`src/rtl/serial_subtractor.sv`:
```
// serial_subtractor
//   Bit-serial, LSB-first subtractor. One full-subtractor cell and a borrow
//   flop compute diff = a - b over WIDTH clock cycles.
//
//   Ports:
//     clk        - rising-edge clock
//     rst_n      - synchronous active-low reset
//     start      - request, sampled only while idle
//     a, b       - minuend / subtrahend, captured on an accepted start
//     busy       - high while bits are being processed
//     done       - one-cycle pulse, result outputs valid
//     diff       - a - b modulo 2^WIDTH (held until the next completion)
//     borrow_out - final borrow, 1 iff a < b unsigned
//     overflow   - two's complement overflow of a - b
module serial_subtractor #(
    parameter int WIDTH = 8
) (
    input  logic             clk,
    input  logic             rst_n,
    input  logic             start,
    input  logic [WIDTH-1:0] a,
    input  logic [WIDTH-1:0] b,
    output logic             busy,
    output logic             done,
    output logic [WIDTH-1:0] diff,
    output logic             borrow_out,
    output logic             overflow
);
    localparam int CW = $clog2(WIDTH);

    typedef enum logic [1:0] {IDLE, SHIFT, DONE} state_t;

    state_t           state_q, state_d;
    logic [WIDTH-1:0] a_sh_q, a_sh_d;
    logic [WIDTH-1:0] b_sh_q, b_sh_d;
    // Holds the WIDTH-1 low result bits; the last bit is merged in directly
    // on the final edge, so no spare stage is needed.
    logic [WIDTH-2:0] res_q, res_d;
    logic [CW-1:0]    cnt_q, cnt_d;
    logic             bin_q, bin_d;
    // Operand sign bits, kept because the shift registers lose them.
    logic             a_msb_q, a_msb_d;
    logic             b_msb_q, b_msb_d;
    logic [WIDTH-1:0] diff_q, diff_d;
    logic             borrow_q, borrow_d;
    logic             ovf_q, ovf_d;

    logic             ai, bi, d, bout;
    logic [WIDTH-1:0] res_full;

    // Full-subtractor cell
    assign ai       = a_sh_q[0];
    assign bi       = b_sh_q[0];
    assign d        = ai ^ bi ^ bin_q;
    assign bout     = (~ai & bi) | (~(ai ^ bi) & bin_q);
    assign res_full = {d, res_q};

    always_comb begin
        state_d  = state_q;
        a_sh_d   = a_sh_q;
        b_sh_d   = b_sh_q;
        res_d    = res_q;
        cnt_d    = cnt_q;
        bin_d    = bin_q;
        a_msb_d  = a_msb_q;
        b_msb_d  = b_msb_q;
        diff_d   = diff_q;
        borrow_d = borrow_q;
        ovf_d    = ovf_q;
        case (state_q)
            IDLE: begin
                if (start) begin
                    a_sh_d  = a;
                    b_sh_d  = b;
                    a_msb_d = a[WIDTH-1];
                    b_msb_d = b[WIDTH-1];
                    bin_d   = 1'b0;
                    cnt_d   = '0;
                    state_d = SHIFT;
                end
            end
            SHIFT: begin
                res_d  = res_full[WIDTH-1:1];
                a_sh_d = a_sh_q >> 1;
                b_sh_d = b_sh_q >> 1;
                bin_d  = bout;
                cnt_d  = cnt_q + 1'b1;
                if (cnt_q == CW'(WIDTH - 1)) begin
                    diff_d   = res_full;
                    borrow_d = bout;
                    // Overflow only when signs differ and the result sign
                    // disagrees with the minuend.
                    ovf_d    = (a_msb_q != b_msb_q) && (d != a_msb_q);
                    cnt_d    = '0;
                    state_d  = DONE;
                end
            end
            DONE:    state_d = IDLE;
            default: state_d = IDLE;
        endcase
    end

    always_ff @(posedge clk) begin
        if (!rst_n) begin
            state_q  <= IDLE;
            a_sh_q   <= '0;
            b_sh_q   <= '0;
            res_q    <= '0;
            cnt_q    <= '0;
            bin_q    <= 1'b0;
            a_msb_q  <= 1'b0;
            b_msb_q  <= 1'b0;
            diff_q   <= '0;
            borrow_q <= 1'b0;
            ovf_q    <= 1'b0;
        end else begin
            state_q  <= state_d;
            a_sh_q   <= a_sh_d;
            b_sh_q   <= b_sh_d;
            res_q    <= res_d;
            cnt_q    <= cnt_d;
            bin_q    <= bin_d;
            a_msb_q  <= a_msb_d;
            b_msb_q  <= b_msb_d;
            diff_q   <= diff_d;
            borrow_q <= borrow_d;
            ovf_q    <= ovf_d;
        end
    end

    assign busy       = (state_q == SHIFT);
    assign done       = (state_q == DONE);
    assign diff       = diff_q;
    assign borrow_out = borrow_q;
    assign overflow   = ovf_q;

endmodule

```
`config.mk`:
```
export PLATFORM = sky130hd
export DESIGN_NAME = serial_subtractor
export DESIGN_NICKNAME = d
export VERILOG_FILES = /design/src/rtl/serial_subtractor.sv
export SDC_FILE = /design/constraint.sdc
export NUM_CORES = 1
export LEC_CHECK = 0
export CORE_ASPECT_RATIO = 1.75
export CORE_MARGIN = 8
export CORE_UTILIZATION = 52
export DETAILED_ROUTE_END_ITERATION = 7
export PLACE_DENSITY = 0.81
export SYNTH_ARGS = -nofsm -noshare
export SYNTH_HDL_FRONTEND = slang
export SYNTH_SLANG_ARGS = --single-unit
```
`constraint.sdc`:
```
create_clock -name clk -period 1.7 [get_ports clk]
set_input_delay 0.34 -clock clk [delete_from_list [all_inputs] [get_ports clk]]
set_output_delay 0.34 -clock clk [all_outputs]
set_load 0.01 [all_outputs]
```
==> results.cfg, run 1 <==
[cts]
cts_sinks = 41
numCtsBuffers = 5
cts_tree = yes
path_clk_slew_ns = 0.07
clock_latency_ns = 0.29
cts.htree.levels = 2
cts_setup_buffers = 0
cts_max_path_buffers = 2
cts-root-buf = clkbuf_8
cts_hold_buf = 0
ctsResizeCount = 4

[synth]
syn_avg_cell_area_um2 = 9.82
yosys-top-cells-area = dfxtp_1 (46%), nand2_1 (9.7%), mux2i_1 (9.5%)
netlist.area_leader.share = 0.459
ys_types = 30
syn_nets = 204
ys_ff_latch = 41
synth_area_um2 = 1790
synth-edff-count = 0
yosysTopAreaCell = dfxtp_1
synthArstFlopShare = 0
yosysWarnings = 0
ys_seq_area_frac = 0.459
synthFlopType = dfxtp_1
synthCells = 182

[floorplan]
fp-row-count = 28
core_region_area_um2 = 3330
num_io_pins = 31
die_h_um = 93.5
initial_core_util = 0.537
die_w_um = 60.3
die-area_um2 = 5640

[worst_setup_path]
critPathBufInv = 1
worstPathMaxFanout = 2
critPathLaunch = diff[1]
critPathKind = reg2out
worstPathCellList = clkdlybuf4s50_1
slowest_stage = clkdlybuf4s50_1
crit_required_ns = 1.36
startpoint_type = flip-flop
reg2reg_from = state_q[0]
worstSetupEndpointType = output pin
worstPathArrival_ns = 1.17
cpLargestDelayFamily = buffers and inverters
critical-path-max-stage-delay_ns = 0.54

[run_status]
status = finished clean

[layout]
multi_input_area_um2 = 856
drive_gt1_frac = 0.106
final_common_cell = nand2_1
final_cell_mix = nand2_1 (46), dfxtp_1 (40), clkdlybuf4s50_1 (28)
seq_area_um2 = 825
nNetsFinal = 237
area_growth_syn_to_layout_pct = 24.4
n_fill_cell = 285
diodes = 0

[grt]
antenna_found_initial = 0
grt_pass1_wl_um = 6140
grt-ovfl-total = 0
grt_use_met3 = 0.0550
grt_busiest_layer = met2
globalRouteMet2Util = 0.259
use_met1 = 0.134
grt_pass1_vias = 1390
grt_max_degree = 42
grt_use_total = 0.142

[sta]
setup_viol = 0
worst_slew_pin_slew_ns = 0.338
finalHoldViolations = 0
holdWs_ns = 0.452
drv_slew = 0
tns_ns = 0
rsz0062_at_grt = false
clock.fmax_ghz = 0.663
max-slew-margin-rel = 0.774
clock_skew_ns = 0.00399
period_needed_ns = 1.51
min_period_over_period = 0.887

[power_and_ir_drop]
powerDensity_nw_per_um2 = 883
p_leak_nw = 0.984
vdd.ir_drop.worst_uv = 916

[routing]
viasPerCell = 5.17
dr.first_iter.drc_count = 25
vias = 1349
avgRoutedWirePerCell_um = 13.6
drtAntennaViolNets = 0
drc = 0
firstDrtPassIters = 4
wl_um = 3540

[placement]
port_buffers = 30
dp_hpwl_um = 2700
gp_congestion = 0.724

[worst_hold_path]
hp-start = diff[2]
hp-class = reg2reg

[flow_run]
drv_cap = 0
per-stage QoR:
stage               instances  area, um2  power (W)  worst slack (ns)   util
finish                    261       2220    0.00196             0.192  0.668
global route              261       2220    0.00206             0.138  0.668
CTS                       261       2220    0.00199             0.169  0.668
detailed placement        253       2120    0.00130           0.00351  0.637
global placement          253       2120    0.00128            0.0537  0.637
floorplan                 182       1790    0.00121             0.333      -
kinds of logic after synthesis:
kind of cell / share of synthesized area
simple gates: 0.170
flops: 0.459
compound gates: 0.188
mux: 0.0952
buf+inv: 0.0616
fa+ha+maj: 0.0252
path summary, 6_finish.rpt:
path	cells past startpoint	slack (ns)	to
max	1	0.19	diff[1]
min	2	0.45	diff[2]
max reg2reg	5	0.28	bin_q
min reg2reg	2	0.45	diff[2]
cells in the mapped netlist, types with 2 or more instances:
master	count
buf_6	6
mux2i_1	17
ha_1	2
nor2b_1	8
o211a_1	14
dfxtp_1	41
a21boi_1	15
a22oi_1	5
clkbuf_1	4
nor2_1	2
inv_1	3
nand2_1	46
and2_1	2
power by group:
group	internal [W]	switching, W	total, W
Clock	0.000367	0.000327	0.000694
Combinational	0.000134	0.000108	0.000242
Sequential	0.00100	0.0000247	0.00103
sequential cells by signal, summed over array words and instances (netlist names), 2 cells and up:
signal,count
cnt_q,3
diff,8
state_q,2
b_sh_q,8
a_sh_q,8
res_q,7
final cells by class:
| type | count | share of cell area |
|---|---|---|
| well taps | 45 | 0.0253 |
| clock inverters | 1 | 0.00225 |
| clock buffers | 7 | 0.0433 |
| multi-input cells | 125 | 0.385 |
| repair buffers | 38 | 0.167 |
| inverters | 4 | 0.00675 |
| flip-flops and latches | 41 | 0.371 |
per-layer routing:
metal	routed length (um)	part of all wire
met1	1350	0.38
met2	1970	0.56
met3	178	0.050
met4	38	0.011
met5	0	0
(Power assumes the default switching activity.)
==> run 2, diff against run 1 <==
Settings changed: TNS_END_PERCENT set to 1.
==> results of run 2 <==
No change in the layout: final DEF, timing and power equal those of run 1.
==> run 3, diff against run 2 <==
Settings changed: CORE_UTILIZATION 52 to 40, PLACE_DENSITY 0.81 to 0.65.
==> run 3 against run 2 <==
  * Fmax is 0.28% higher
  * Highest routed layer unchanged
  * Critical endpoint is now busy
  * Clock power hardly changed
  * Wire length is 3.9% lower
  * Final cell count is 1.9% higher
  * Combinational power hardly changed
  * Worst setup slack better by 0.0041 ns
  * Worst hold slack better by 0.00091 ns
  * Flip-flop and latch count stayed put
  * Via count is 3.2% lower
  * Critical path depth is 2 higher
==> results.cfg, run 3 (synthesized netlist as in run 1, its figures left out) <==
[sta]
worst_slew_pin_slew_ns = 0.354
finalHoldViolations = 0
min_period_over_period = 0.884
drv_slew = 0
setup_viol = 0
tns_ns = 0
period_needed_ns = 1.50
rsz0062_at_grt = false
clock.fmax_ghz = 0.665
clock_skew_ns = 0.00391
max-slew-margin-rel = 0.763

[flow_run]
drv_cap = 0

[placement]
placed_area_um2 = 2120
dp_cells = 258
port_buffers = 30
dp_hpwl_um = 2440
gp_congestion = 0.708

[floorplan]
die_h_um = 104
initial_core_util = 0.409
die_w_um = 66.5
fp-row-count = 32
num_io_pins = 31
die-area_um2 = 6950
core_region_area_um2 = 4360

[routing]
viasPerCell = 4.91
dr.first_iter.drc_count = 58
drtAntennaViolNets = 0
wl_um = 3410
firstDrtPassIters = 4
drc = 0
avgRoutedWirePerCell_um = 12.8
vias = 1306

[grt]
grt_pass1_wl_um = 5780
antenna_found_initial = 0
grt-ovfl-total = 0
grt_use_total = 0.106
grt_pass1_vias = 1278
grt_max_degree = 42

[worst_setup_path]
r2r_slack_ns = 0.28
critPathLaunch = state_q[1]
critPathKind = reg2out
crit_required_ns = 1.36
startpoint_type = flip-flop
worstPathArrival_ns = 1.16
worstSetupEndpointType = output pin
worstPathMaxFanout = 8
worstRegToRegCells = 5
r2r-end = borrow_out
reg2reg_from = cnt_q[0]

[power_and_ir_drop]
p_leak_nw = 0.979
powerDensity_nw_per_um2 = 882
vdd.ir_drop.worst_uv = 604

[cts]
cts.htree.levels = 2
numCtsBuffers = 5
cts-root-buf = clkbuf_8
cts_max_path_buffers = 2
cts_sinks = 41
path_clk_slew_ns = 0.07
cts_tree = yes
clock_latency_ns = 0.29

[layout]
area_growth_syn_to_layout_pct = 24.3
final_area_um2 = 2220
instances_no_fill = 266
final_cell_mix = nand2_1 (46), dfxtp_1 (40), clkdlybuf4s50_1 (28)
nNetsFinal = 236
finalCoreUtilization = 0.509
final_common_cell = nand2_1
diodes = 0
drive_gt1_frac = 0.102

[worst_hold_path]
hold_end = diff[4]
hp-class = reg2reg
whs_path_depth = 2
hp-start = diff[4]

[run_status]
status = finished clean
-- run 3: cell count changes in the layout (fill, tap and decap cells not counted), sizes merged --
| cell | change |
|---|---|
| buf | -1 |
-- run 3: per-stage QoR --
step | hold WS, ns | worst slack (ns) | total power (W)
CTS | 0.457 | 0.178 | 0.00199
detailed placement | 0.446 | 0.0414 | 0.00129
floorplan | 0.431 | 0.333 | 0.00121
global placement | 0.437 | 0.0834 | 0.00129
finish | 0.453 | 0.196 | 0.00196
global route | 0.469 | 0.115 | 0.00205
-- run 3: final cells by class --
cell class | count | area, um2
clock buffer | 7 | 96.3
clock inverter | 1 | 5.00
fill | 424 | 2140
inverter | 4 | 15.0
multi-input combinational | 125 | 856
sequential | 41 | 822
tap | 51 | 63.8
timing repair buffer | 37 | 363
-- run 3: critical path, stage by stage (launching register included) --
cell and delay (ns):
dfxtp_2 0.39, nand2b_1 0.16, inv_2 0.05, dlygate4sd2_1 0.28
-- run 3: report_power, final --
group / total [W] / switching [W] / internal (W)
combinational: 0.000240 / 0.000107 / 0.000132
sequential: 0.00103 / 0.0000237 / 0.00100
clock: 0.000692 / 0.000326 / 0.000367
total: 0.00196 / 0.000457 / 0.00150
-- run 3: routing by layer --
layer	up-vias	GRT usage	routed length, um
li1	681	-	-
met1	598	0.104	1420
met2	22	0.182	1710
met3	5	0.0356	175
met4	0	0.0645	90
met5	-	0	0
-- run 3: timing repair --
| action | 4_1_cts | 5_1_grt |
|---|---|---|
| gates resized for setup | 3 | 0 |
| hold buffers | 0 | 0 |
| setup endpoints to repair | 2 | 0 |
| setup buffers | 0 | 0 |
-- run 3: worst max-delay path by stage --
stage | end | slack [ns] | depth (start not counted)
after floorplan | borrow_out | 0.33 | 5
after detailed placement | a_msb_q | 0.04 | 4
final | busy | 0.20 | 3
after global placement | b_msb_q | 0.08 | 4
after global routing | busy | 0.12 | 3
after CTS | diff[6] | 0.18 | 1
